$ cat src/rtl/fetch_ctrl.sv
// Next-PC arbiter and fetch sequencer: owns the PC, drives the imem request and flush strobes.
// Optional FETCH_PERF_EN adds fetchCount/redirectCount performance counters.
module fetch_ctrl #(
  parameter logic [31:0] RESET_PC = 32'h0000_0000,
  parameter int unsigned PC_STEP  = 4
) (
  input  logic        clock,
  input  logic        rst,
  input  logic        weFromHazard,
  input  logic        pcSrc,
  input  logic [31:0] pcBranch,
  input  logic        jump,
  input  logic [31:0] pcJump,
  output logic        imemReq,
  output logic [31:0] imemAddr,
  input  logic        imemReady,
  output logic [31:0] pc,
  output logic        fetchValid,
  output logic        flushIfId,
  output logic        flushIdEx,
  output logic [1:0]  dbgState
`ifdef FETCH_PERF_EN
  ,
  output logic [31:0] fetchCount,
  output logic [31:0] redirectCount
`endif
);

  // Handshake: imemReq/imemAddr stay stable until a cycle with imemReady=1 completes the request.
  typedef enum logic [1:0] {
    S_BOOT  = 2'd0,
    S_FETCH = 2'd1,
    S_MISS  = 2'd2
  } state_t;

  state_t      r_state, w_next_state;
  logic [31:0] r_pc, w_next_pc;
  logic        r_pend_valid, w_next_pend_valid;
  logic        r_pend_br, w_next_pend_br;
  logic [31:0] r_pend_pc, w_next_pend_pc;

  logic        w_req, w_fv, w_accept, w_jump_ok;
  logic [31:0] w_tgt, w_step;

  assign w_jump_ok = jump & weFromHazard;
  assign w_tgt     = pcSrc ? (pcBranch & 32'hFFFF_FFFC) : (pcJump & 32'hFFFF_FFFC);
  assign w_step    = r_pc + 32'(PC_STEP);

  always_comb begin
    w_next_state      = r_state;
    w_next_pc         = r_pc;
    w_next_pend_valid = r_pend_valid;
    w_next_pend_br    = r_pend_br;
    w_next_pend_pc    = r_pend_pc;
    w_req             = 1'b0;
    w_fv              = 1'b0;
    w_accept          = 1'b0;
    case (r_state)
      S_BOOT: w_next_state = S_FETCH;
      S_FETCH: begin
        w_req    = 1'b1;
        w_accept = pcSrc | w_jump_ok;
        if (imemReady) begin
          w_fv = 1'b1;
          if (w_accept)          w_next_pc = w_tgt;
          else if (weFromHazard) w_next_pc = w_step;
        end else begin
          w_next_state = S_MISS;
          if (w_accept) begin
            w_next_pend_valid = 1'b1;
            w_next_pend_br    = pcSrc;
            w_next_pend_pc    = w_tgt;
          end
        end
      end
      S_MISS: begin
        w_req = 1'b1;
        // A pending branch outranks any later jump; anything else is replaced by the newest redirect.
        w_accept = pcSrc | (w_jump_ok & ~(r_pend_valid & r_pend_br));
        if (w_accept) begin
          w_next_pend_valid = 1'b1;
          w_next_pend_br    = pcSrc;
          w_next_pend_pc    = w_tgt;
        end
        if (imemReady) begin
          w_next_state      = S_FETCH;
          w_next_pend_valid = 1'b0;
          w_next_pend_br    = 1'b0;
          if (r_pend_valid) begin
            w_next_pc = w_accept ? w_tgt : r_pend_pc;
          end else begin
            w_fv = 1'b1;
            if (w_accept)          w_next_pc = w_tgt;
            else if (weFromHazard) w_next_pc = w_step;
          end
        end
      end
      default: w_next_state = S_BOOT;
    endcase
  end

  always_ff @(posedge clock) begin
    if (rst) begin
      r_state      <= S_BOOT;
      r_pc         <= RESET_PC;
      r_pend_valid <= 1'b0;
      r_pend_br    <= 1'b0;
      r_pend_pc    <= RESET_PC;
    end else begin
      r_state      <= w_next_state;
      r_pc         <= w_next_pc;
      r_pend_valid <= w_next_pend_valid;
      r_pend_br    <= w_next_pend_br;
      r_pend_pc    <= w_next_pend_pc;
    end
  end

  assign imemReq    = w_req & ~rst;
  assign imemAddr   = r_pc;
  assign pc         = r_pc;
  assign fetchValid = w_fv & ~rst;
  assign flushIfId  = w_accept & ~rst;
  assign flushIdEx  = w_accept & pcSrc & ~rst;
  assign dbgState   = r_state;

`ifdef FETCH_PERF_EN
  logic [31:0] r_fetch_count, r_redirect_count;

  always_ff @(posedge clock) begin
    if (rst) begin
      r_fetch_count    <= 32'd0;
      r_redirect_count <= 32'd0;
    end else begin
      if (w_fv)     r_fetch_count    <= r_fetch_count + 32'd1;
      if (w_accept) r_redirect_count <= r_redirect_count + 32'd1;
    end
  end

  assign fetchCount    = r_fetch_count;
  assign redirectCount = r_redirect_count;
`endif

endmodule

$ cat config.mk
export PLATFORM = sky130hd
export DESIGN_NAME = fetch_ctrl
export DESIGN_NICKNAME = d
export VERILOG_FILES = /design/src/rtl/fetch_ctrl.sv
export SDC_FILE = /design/constraint.sdc
export NUM_CORES = 1
export LEC_CHECK = 0
export BUFFER_PORTS_ARGS = -buffer_cell sky130_fd_sc_hd__buf_2
export CAP_MARGIN = 20
export CELL_PAD_IN_SITES_DETAIL_PLACEMENT = 0
export CELL_PAD_IN_SITES_GLOBAL_PLACEMENT = 2
export CORE_MARGIN = 2
export CORE_UTILIZATION = 29
export CTS_CLUSTER_SIZE = 20
export DETAILED_ROUTE_END_ITERATION = 10
export PLACE_DENSITY = 0.87
export REMOVE_ABC_BUFFERS = 1
export SYNTH_ARGS = -nofsm -noshare
export SYNTH_HDL_FRONTEND = slang
export SYNTH_SLANG_ARGS = --single-unit
$ cat constraint.sdc
create_clock -name clock -period 2.8 [get_ports clock]
set_clock_uncertainty 0.05 [all_clocks]
set_input_delay 0.42 -clock clock [delete_from_list [all_inputs] [get_ports clock]]
set_output_delay 0.42 -clock clock [all_outputs]
set_load 0.02 [all_outputs]
==> results of run 1 <==
==> path summary, 6_finish.rpt <==
| kind | startpoint | to | slack [ps] |
|---|---|---|---|
| max | dbgState[0] | flushIdEx | 370 |
| min | pcJump[13] | r_pend_pc[13] | 330 |
| max reg2reg | imemAddr[6] | imemAddr[27] | 420 |
| min reg2reg | r_pend_pc[0] | imemAddr[0] | 430 |
==> kinds of logic (layout without fill, tap and decap cells) <==
| group | count (synthesis) | count (layout) |
|---|---|---|
| buffers and inverters | 92 | 202 |
| and+or+nand+nor | 193 | 193 |
| DFF | 68 | 68 |
| muxes | 47 | 47 |
| AOI/OAI and AO/OA | 196 | 196 |
| adders and majority gates | 4 | 4 |
| xor gates and xnor gates | 8 | 8 |
==> layer usage <==
layer  up-vias  track usage [%]  part of all wire [%]
met3        27             3.38                   6.1
met5         -                0                     0
met2       237             33.5                    48
met4         0             6.58                   1.6
li1       2450                -                     -
met1      2501             26.3                    44
==> synth_stat cells, types with 4 or more instances <==
| cell | n |
|---|---|
| sky130_fd_sc_hd__dfxtp_1 | 68 |
| sky130_fd_sc_hd__nor2_1 | 58 |
| sky130_fd_sc_hd__o21ai_0 | 49 |
| sky130_fd_sc_hd__a21oi_1 | 40 |
| sky130_fd_sc_hd__nand2_1 | 37 |
| sky130_fd_sc_hd__buf_4 | 33 |
| sky130_fd_sc_hd__mux2i_1 | 32 |
| sky130_fd_sc_hd__clkbuf_1 | 31 |
| sky130_fd_sc_hd__a211oi_1 | 22 |
| sky130_fd_sc_hd__nor3_1 | 21 |
| sky130_fd_sc_hd__mux2_2 | 15 |
| sky130_fd_sc_hd__nand3_1 | 15 |
| sky130_fd_sc_hd__inv_1 | 14 |
| sky130_fd_sc_hd__a31oi_1 | 11 |
| sky130_fd_sc_hd__nor4_1 | 10 |
| sky130_fd_sc_hd__a221oi_1 | 9 |
| sky130_fd_sc_hd__and2_1 | 9 |
| sky130_fd_sc_hd__and3_1 | 8 |
| sky130_fd_sc_hd__buf_2 | 8 |
| sky130_fd_sc_hd__nand4_1 | 6 |
| sky130_fd_sc_hd__xnor2_1 | 6 |
| sky130_fd_sc_hd__a311oi_1 | 5 |
| sky130_fd_sc_hd__buf_1 | 5 |
| sky130_fd_sc_hd__o21ai_1 | 5 |
| sky130_fd_sc_hd__o221ai_1 | 5 |
| sky130_fd_sc_hd__o22ai_1 | 5 |
| sky130_fd_sc_hd__o31a_1 | 5 |
| sky130_fd_sc_hd__and4_1 | 4 |
| sky130_fd_sc_hd__ha_1 | 4 |
| sky130_fd_sc_hd__o211ai_1 | 4 |
| sky130_fd_sc_hd__o21bai_1 | 4 |
| sky130_fd_sc_hd__or3_1 | 4 |
| sky130_fd_sc_hd__or4_1 | 4 |
==> flip-flops by register name, indices dropped and copies added, names as in the netlist <==
name          cells
imemAddr         32
r_pend_valid      1
dbgState          2
r_pend_br         1
r_pend_pc        32
==> worst max-delay path, delay by kind of cell, from the launching register on <==
family	cells	cell delay [ps]
adder cells (fa/ha/maj)	1	360
AND/OR/NAND/NOR	1	140
flip-flops	1	340
buffers and inverters	3	460
AO/OA/AOI/OAI	2	300
==> cell type report <==
type	instances	area (µm²)
clock buffer	13	280
clock inverter	3	42.5
fill	1676	10100
inverter	15	56.3
multi-input combinational	448	2910
sequential	68	1360
tap	216	270
timing repair buffer	171	946
==> power breakdown <==
part / total [mW] / internal, mW / switching [mW]
clock network: 1.22 / 0.785 / 0.436
registers: 1.20 / 1.08 / 0.122
logic: 0.927 / 0.352 / 0.575
==> summary.txt, run 1 <==
Synth Area in Compound Gates -> 27.3%
combinational family with the most area after synthesis -> compound AO/OA/AOI/OAI gates
Via density -> 5.58
DRC violation count after routing -> 0
cells on worst reg2reg path -> 5
total number of clock tree sinks -> 68
dpl cell area -> 5540 µm²
total of buffers placed on input and output ports -> 135
pin count of the biggest net entering global routing -> 37
outcome -> completed
Num CTS Buffers -> 9
transition time of the tightest slew-check pin -> 556 ps
commonest register cell after synthesis -> sky130_fd_sc_hd__dfxtp_1
growth of design area from synthesis to finish -> 23.7%
maximum fanout along the worst path -> 9
length of the first detailed-routing pass in iterations -> 5
Hold Vio Cnt, Final -> 0
nature of the critical path startpoint -> flip-flop
dominant cells by area after synthesis -> sky130_fd_sc_hd__dfxtp_1 29%, sky130_fd_sc_hd__mux2i_1 6.8%, sky130_fd_sc_hd__buf_4 5.2%
post-layout minimum cycle time -> 2430 ps
worst slew margin relative to its limit -> 62.8%
commonest non-fill, non-tap cell in the layout -> sky130_fd_sc_hd__buf_2
unrepaired setup endpoints after global routing -> no
Seq/Total Area, Yosys -> 28.7%
Slew Viols, Final -> 0
worst hold slack -> 327 ps
largest voltage drop on the vdd net -> 0.316 mV
clock tree from TritonCTS -> done
post-synthesis instance total -> 608
buffers inserted during post-CTS setup optimization -> 0
die width -> 132 µm
Synthesis Warnings -> 0
PD cells -> 571 nW/µm²
DP Wirelength -> 12.6 mm
total design power -> 3.35 mW
cells resized by post-CTS repair -> 0
CP Class -> flip-flop to output port
final instance count without filler cells -> 934
worst path cell trace -> inv_1 -> ha_1 -> buf_4 -> o21ai_0 -> a21oi_1 -> and2_1 -> buf_2
antenna violations before repair -> 0
CP max-delay cell -> sky130_fd_sc_hd__ha_1
via count of the first global-routing pass -> 5119
#FFs+latches synth -> 68
total overflow reported by the global router -> 0
routed wirelength normalized by instance count -> 18.8 µm
post-synthesis xor/xnor area fraction -> 1.48%
Post-Synthesis Cell Area -> 4740 µm²
number of nets in the layout -> 787
buffers from clock root to sink, at most -> 2
Layout Utilization -> 36.8%
adder and majority gate portion of the synthesized area -> 1.06%
leakage power -> 2.52 nW
clock transition time at the flip-flop clock pins of the worst setup and hold paths -> 60 ps
commonest cells after routing, fill and taps aside -> 135 x sky130_fd_sc_hd__buf_2, 68 x sky130_fd_sc_hd__dfxtp_1, 57 x sky130_fd_sc_hd__nor2_1, 49 x sky130_fd_sc_hd__o21ai_0, 40 x sky130_fd_sc_hd__a21oi_1
Row Count -> 46
delay of the slowest cell on the worst path -> 360 ps
initial standard-cell utilization of the core -> 29.7%
total routing resource utilization after global routing -> 20.1%
Sum Neg Setup Slack -> 0 ps
CP Capture Type -> output port
die outline height -> 132 µm
number of failing setup endpoints in the final timing report -> 0
HP Class -> input port to flip-flop
final wirelength -> 17.5 mm
Highest Clock Rate -> 0.412 GHz
routed vias -> 5215
level count of the clock H-tree -> 3
cell chosen for the clock root -> sky130_fd_sc_hd__clkbuf_16
top-area cell type share of the netlist area -> 28.7%
portion of netlist area occupied by mux cells -> 10.3%
MaxCap Viol Count -> 0
cts hold-fix bufs -> 0
I/O pin cnt -> 140
finished layout cell area -> 5860 µm²
Cell Count Post-Placement -> 918
number of antenna cells inserted -> 0
area share of and/or/nand/nor cells after synthesis -> 21.0%
number of library cell types mapped by synthesis -> 63
area of the placeable core -> 15900 µm²
initial drt markers -> 439
leading area contributor after synthesis -> sky130_fd_sc_hd__dfxtp_1
cell depth of the worst hold path -> 3
Data required, critical path -> 2330 ps
DP Worst Slack -> 333 ps
count of flip-flops with a built-in enable after synthesis -> 0
Post-Syn Area per Cell -> 7.79 µm²
part of the cycle the worst path needs -> 86.6%
worst path setup slack after routing -> 375 ps
global-route wire length before repair -> 27.9 mm
final estimated routing congestion in global placement -> 0.882
fraction of registers with async set or reset after synthesis -> 0%
share of post-route cells with drive strength above 1 -> 29.7%
post-route ant nets -> 0
insertion delay to the later sink of the worst-skew pair -> 340 ps
area of the die -> 17400 µm²
CP Data Arrival Time -> 1960 ps
(Power assumes the default switching activity.)
==> run 2, diff against run 1 <==
==> constraint.sdc (replaced) <==
create_clock -name clock -period 2.8 [get_ports clock]
set_clock_uncertainty 0.05 [all_clocks]
set_input_delay 0.28 -clock clock [delete_from_list [all_inputs] [get_ports clock]]
set_output_delay 0.28 -clock clock [all_outputs]
set_load 0.02 [all_outputs]
==> run 2 against run 1 <==
Effect of this change: sequential cell count unchanged; largest power group unchanged; register-to-register slack worse by 110 ps; critical path type is now flip-flop to flip-flop; combinational power rose by 0.6%; critical path depth fell by 2; sequential share of layout area down 0.20 points; clock-buffer cell count is the same; final area grew 0.85%.
==> summary.txt, run 2 (synthesis results as in run 1) <==
CP Data Arrival Time -> 2680 ps (was 1960 ps)
maximum fanout along the worst path -> 8 (was 9)
final estimated routing congestion in global placement -> 0.862 (was 0.882)
number of antenna cells inserted -> 0 (unchanged)
total overflow reported by the global router -> 0 (unchanged)
insertion delay to the later sink of the worst-skew pair -> 340 ps (about the same)
Row Count -> 46 (unchanged)
post-route ant nets -> 0 (unchanged)
total design power -> 3.55 mW (was 3.35 mW)
die outline height -> 132 µm (unchanged)
antenna violations before repair -> 0 (unchanged)
Layout Utilization -> 37.1% (was 36.8%)
I/O pin cnt -> 140 (unchanged)
cells resized by post-CTS repair -> 0 (unchanged)
cell chosen for the clock root -> sky130_fd_sc_hd__clkbuf_16 (unchanged)
cts hold-fix bufs -> 0 (unchanged)
routed vias -> 5291 (was 5215)
Highest Clock Rate -> 0.402 GHz (was 0.412 GHz)
proportion of total power due to net switching -> 32.3% (was 33.8%)
worst slew margin relative to its limit -> 54.6% (was 62.8%)
outcome -> completed (unchanged)
final wirelength -> 17.9 mm (was 17.5 mm)
pin count of the biggest net entering global routing -> 31 (was 37)
fill cell count -> 1701 (was 1676)
CP Capture Type -> flip-flop (was output port)
clock transition time at the flip-flop clock pins of the worst setup and hold paths -> 60 ps (about the same)
Sum Neg Setup Slack -> 0 ps (unchanged)
die width -> 132 µm (unchanged)
global-route wire length before repair -> 28.0 mm (was 27.9 mm)
DRC violation count after routing -> 0 (unchanged)
Int Pwr -> 2.40 mW (was 2.22 mW)
buffers from clock root to sink, at most -> 2 (unchanged)
Slew Viols, Final -> 0 (unchanged)
Hold Vio Cnt, Final -> 0 (unchanged)
length of the first detailed-routing pass in iterations -> 5 (unchanged)
Flop pwr share -> 33.9% (was 35.9%)
growth of design area from synthesis to finish -> 24.8% (was 23.7%)
Cell Count Post-Placement -> 915 (was 918)
unrepaired setup endpoints after global routing -> no (unchanged)
final instance count without filler cells -> 931 (was 934)
DP Wirelength -> 12.6 mm (about the same)
HP Start -> pcJump[13] (unchanged)
count of buffer and inverter cells on the critical path -> 0 (was 3)
number of nets in the layout -> 784 (was 787)
CP max-delay cell -> sky130_fd_sc_hd__or4_1 (was sky130_fd_sc_hd__ha_1)
area of the die -> 17400 µm² (unchanged)
CP Class -> flip-flop to flip-flop (was flip-flop to output port)
buffers inserted during post-CTS setup optimization -> 0 (unchanged)
family of cells with the greatest summed delay on the critical path -> simple AND/OR/NAND/NOR gates (was buffers and inverters)
share of post-route cells with drive strength above 1 -> 29.4% (was 29.7%)
initial drt markers -> 504 (was 439)
worst path cell trace -> nand3_1 -> or4_1 -> nor4_1 -> o21ai_1 -> a221oi_1 (was inv_1 -> ha_1 -> buf_4 -> o21ai_0 -> a21oi_1 -> and2_1 -> buf_2)
total of buffers placed on input and output ports -> 135 (unchanged)
post-layout minimum cycle time -> 2490 ps (was 2430 ps)
delay of the slowest cell on the worst path -> 790 ps (was 360 ps)
MaxCap Viol Count -> 0 (unchanged)
initial standard-cell utilization of the core -> 29.7% (unchanged)
nature of the critical path startpoint -> flip-flop (unchanged)
Num CTS Buffers -> 9 (unchanged)
Data required, critical path -> 3000 ps (was 2330 ps)
commonest cells after routing, fill and taps aside -> 135 x sky130_fd_sc_hd__buf_2, 68 x sky130_fd_sc_hd__dfxtp_1, 57 x sky130_fd_sc_hd__nor2_1, 49 x sky130_fd_sc_hd__o21ai_0, 40 x sky130_fd_sc_hd__a21oi_1 (unchanged)
transition time of the tightest slew-check pin -> 681 ps (was 556 ps)
leakage power -> 2.54 nW (was 2.52 nW)
PD cells -> 600 nW/µm² (was 571 nW/µm²)
HP Class -> input port to flip-flop (unchanged)
total routing resource utilization after global routing -> 20.2% (was 20.1%)
first element of the critical path -> imemAddr[5] (was dbgState[0])
total number of clock tree sinks -> 68 (unchanged)
Via density -> 5.68 (was 5.58)
area of the placeable core -> 15900 µm² (unchanged)
commonest non-fill, non-tap cell in the layout -> sky130_fd_sc_hd__buf_2 (unchanged)
part of the cycle the worst path needs -> 88.8% (was 86.6%)
Reg-to-Reg Start -> imemAddr[5] (was imemAddr[6])
portion of total power attributed to combinational logic -> 26.3% (was 27.7%)
P_sw -> 1.15 mW (was 1.13 mW)
level count of the clock H-tree -> 3 (unchanged)
clock tree from TritonCTS -> done (unchanged)
largest voltage drop on the vdd net -> 0.288 mV (was 0.316 mV)
portion of total power attributed to the clock network -> 39.8% (was 36.5%)
routed wirelength normalized by instance count -> 19.3 µm (was 18.8 µm)
via count of the first global-routing pass -> 5098 (was 5119)
number of failing setup endpoints in the final timing report -> 0 (unchanged)
## run 2: tightest hold or removal path, delay by kind of cell
| kind | cells | cell delay, ps |
|---|---|---|
| AND/OR/NAND/NOR | 1 | 70 |
| AO/OA/AOI/OAI | 1 | 80 |
| buffers and inverters | 1 | 100 |
## run 2: final timing paths
path	to	slack (ps)	cells past startpoint
setup / recovery	imemAddr[27]	310	5
setup reg to reg	imemAddr[27]	310	5
hold / removal	r_pend_pc[13]	200	3
hold reg to reg	imemAddr[0]	420	2
## run 2: area by class of cell
type | count | area (µm²) | share of cell area (%)
multi-input combinational | 448 | 2910 | 49.1
sequential | 68 | 1360 | 23.0
timing repair buffer | 168 | 948 | 16.0
clock buffer | 13 | 280 | 4.74
tap | 216 | 270 | 4.57
clock inverter | 3 | 90.1 | 1.52
inverter | 15 | 56.3 | 0.952
## run 2: routing by layer
layer | global-route usage, % | part of all wire (%) | wire [µm] | up-vias
met1 | 25.9 | 43 | 7660 | 2536
met4 | 7.19 | 2.0 | 352 | 0
met3 | 4.15 | 7.6 | 1360 | 34
met5 | 0 | 0 | 0 | -
met2 | 33.6 | 48 | 8580 | 275
li1 | - | - | - | 2446
## run 2: power by group through the flow
stage	sequential [mW]	clock (mW)	combinational (mW)
after floorplan	1.31	0	0.438
after global placement	1.21	0	0.913
after detailed placement	1.22	0	0.925
after CTS	1.20	1.43	0.929
after global routing	1.22	1.47	1.02
final	1.20	1.41	0.933
## run 2: metrics by stage
stage	hold slack [ps]	setup WS, ps	instance area (µm²)
after global routing	197	182	5910
after detailed placement	415	396	5540
after floorplan	299	-905	4320
after CTS	184	342	5910
final	195	313	5910
after global placement	400	479	5540
==> run 3, diff against run 2 <==
- REMOVE_ABC_BUFFERS: 1 -> unset
==> run 3 against run 2 <==
Effect of this change: sequential share of layout area rose by 0.44 points; die area did not move; register-to-register slack improved by 60 ps; non-clock buffer count rose by 5; global-route usage fell by 0.45 points; sequential cell count did not move.
==> summary.txt, run 3 (synthesis results as in run 1) <==
antenna violations before repair -> 0 (unchanged)
total overflow reported by the global router -> 0 (unchanged)
global-route wire length before repair -> 27.3 mm (was 28.0 mm)
Slew Viols, Final -> 0 (unchanged)
number of failing setup endpoints in the final timing report -> 0 (unchanged)
DP Worst Slack -> 388 ps (was 396 ps)
finished layout cell area -> 5800 µm² (was 5910 µm²)
DRC violation count after routing -> 0 (unchanged)
worst hold slack -> 181 ps (was 195 ps)
via count of the first global-routing pass -> 5001 (was 5098)
maximum fanout along the worst path -> 14 (was 8)
CP Capture Type -> output port (was flip-flop)
largest voltage drop on the vdd net -> 0.331 mV (was 0.288 mV)
routed wirelength normalized by instance count -> 18.4 µm (was 19.3 µm)
number of nets in the layout -> 789 (was 784)
post-route ant nets -> 0 (unchanged)
number of antenna cells inserted -> 0 (unchanged)
nature of the critical path startpoint -> flip-flop (unchanged)
insertion delay to the later sink of the worst-skew pair -> 340 ps (about the same)
area of the die -> 17400 µm² (unchanged)
Data required, critical path -> 2470 ps (was 3000 ps)
part of the cycle the worst path needs -> 89.1% (was 88.8%)
pin count of the biggest net entering global routing -> 34 (was 31)
worst path setup slack after routing -> 307 ps (was 313 ps)
buffers from clock root to sink, at most -> 2 (unchanged)
transition time of the tightest slew-check pin -> 607 ps (was 681 ps)
die width -> 132 µm (unchanged)
post-layout minimum cycle time -> 2490 ps (about the same)
Sum Neg Setup Slack -> 0 ps (unchanged)
Layout Utilization -> 36.4% (was 37.1%)
length of the first detailed-routing pass in iterations -> 5 (unchanged)
I/O pin cnt -> 140 (unchanged)
dpl cell area -> 5550 µm² (was 5540 µm²)
routed vias -> 5096 (was 5291)
initial standard-cell utilization of the core -> 29.7% (unchanged)
Hold Vio Cnt, Final -> 0 (unchanged)
Via density -> 5.47 (was 5.68)
area of the placeable core -> 15900 µm² (unchanged)
clock tree from TritonCTS -> done (unchanged)
Row Count -> 46 (unchanged)
Highest Clock Rate -> 0.401 GHz (was 0.402 GHz)
PD cells -> 541 nW/µm² (was 600 nW/µm²)
growth of design area from synthesis to finish -> 22.4% (was 24.8%)
share of post-route cells with drive strength above 1 -> 29.2% (was 29.4%)
final wirelength -> 17.2 mm (was 17.9 mm)
HP Class -> input port to flip-flop (unchanged)
unrepaired setup endpoints after global routing -> no (unchanged)
total of buffers placed on input and output ports -> 135 (unchanged)
CP Class -> flip-flop to output port (was flip-flop to flip-flop)
cts hold-fix bufs -> 0 (unchanged)
leakage power -> 2.49 nW (was 2.54 nW)
outcome -> completed (unchanged)
clock transition time at the flip-flop clock pins of the worst setup and hold paths -> 60 ps (about the same)
initial drt markers -> 362 (was 504)
MaxCap Viol Count -> 0 (unchanged)
cells resized by post-CTS repair -> 0 (unchanged)
DP Wirelength -> 12.6 mm (about the same)
commonest non-fill, non-tap cell in the layout -> sky130_fd_sc_hd__buf_2 (unchanged)
CP Data Arrival Time -> 2160 ps (was 2680 ps)
commonest cells after routing, fill and taps aside -> 135 x sky130_fd_sc_hd__buf_2, 68 x sky130_fd_sc_hd__dfxtp_1, 57 x sky130_fd_sc_hd__nor2_1, 49 x sky130_fd_sc_hd__o21ai_0, 40 x sky130_fd_sc_hd__a21oi_1 (unchanged)
final estimated routing congestion in global placement -> 0.863 (was 0.862)
buffers inserted during post-CTS setup optimization -> 0 (unchanged)
die outline height -> 132 µm (unchanged)
total number of clock tree sinks -> 68 (unchanged)
cell chosen for the clock root -> sky130_fd_sc_hd__clkbuf_16 (unchanged)
worst slew margin relative to its limit -> 59.4% (was 54.6%)
nets in the synthesized netlist -> 682
level count of the clock H-tree -> 3 (unchanged)
total routing resource utilization after global routing -> 19.8% (was 20.2%)
Num CTS Buffers -> 9 (unchanged)
==> run 3: changes by cell type in the layout (fill, tap and decap cells not counted) <==
cell	change
sky130_fd_sc_hd__bufinv_16	-3
sky130_fd_sc_hd__buf_12	-2
sky130_fd_sc_hd__buf_4	+7
sky130_fd_sc_hd__clkbuf_1	+2
sky130_fd_sc_hd__clkbuf_8	-3
==> run 3: path summary, 6_finish.rpt <==
path | start | to | slack, ps | depth (start not counted)
worst max-delay path | dbgState[0] | flushIdEx | 310 | 7
worst min-delay path | pcBranch[13] | r_pend_pc[13] | 180 | 3
worst max register to register | dbgState[0] | r_pend_pc[21] | 370 | 8
worst min register to register | r_pend_pc[0] | r_pend_pc[0] | 420 | 1
==> run 3: power breakdown <==
part / leakage (nW) / switching, mW / internal [mW]
logic: 1.81 / 0.577 / 0.357
clock network: 0.120 / 0.403 / 0.604
registers: 0.556 / 0.117 / 1.08
total: 2.49 / 1.10 / 2.04
==> run 3: critical path, cell delays in order, from the launching register on <==
cell,delay [ps]
sky130_fd_sc_hd__dfxtp_1,340
sky130_fd_sc_hd__inv_1,90
sky130_fd_sc_hd__ha_1,440
sky130_fd_sc_hd__buf_4,270
sky130_fd_sc_hd__o21ai_0,110
sky130_fd_sc_hd__a21oi_1,250
sky130_fd_sc_hd__and2_1,160
sky130_fd_sc_hd__buf_2,160
==> run 3: layout make-up <==
cell class	instances	area [µm²]
Clock buffer	12	246
Fill cell	1667	10100
Inverter	15	56.3
Multi-Input combinational cell	448	2910
Sequential cell	68	1360
Tap cell	216	270
Timing Repair Buffer	173	961
==> run 3: routing by layer <==
metal | wire length (µm) | vias to the layer above | track usage, %
met1 | 7760 | 2427 | 25.9
li1 | - | 2452 | -
met2 | 7890 | 190 | 31.3
met4 | 471 | 0 | 9.36
met5 | 0 | - | 0
met3 | 1070 | 27 | 3.77
==> run 3: metrics by stage <==
step           power [mW]  std cells
3_5_place_dp         2.14        920
5_1_grt              3.30        932
4_1_cts              3.15        932
3_3_place_gp         2.12        920
2_1_floorplan        1.84        608
6_report             3.14        932
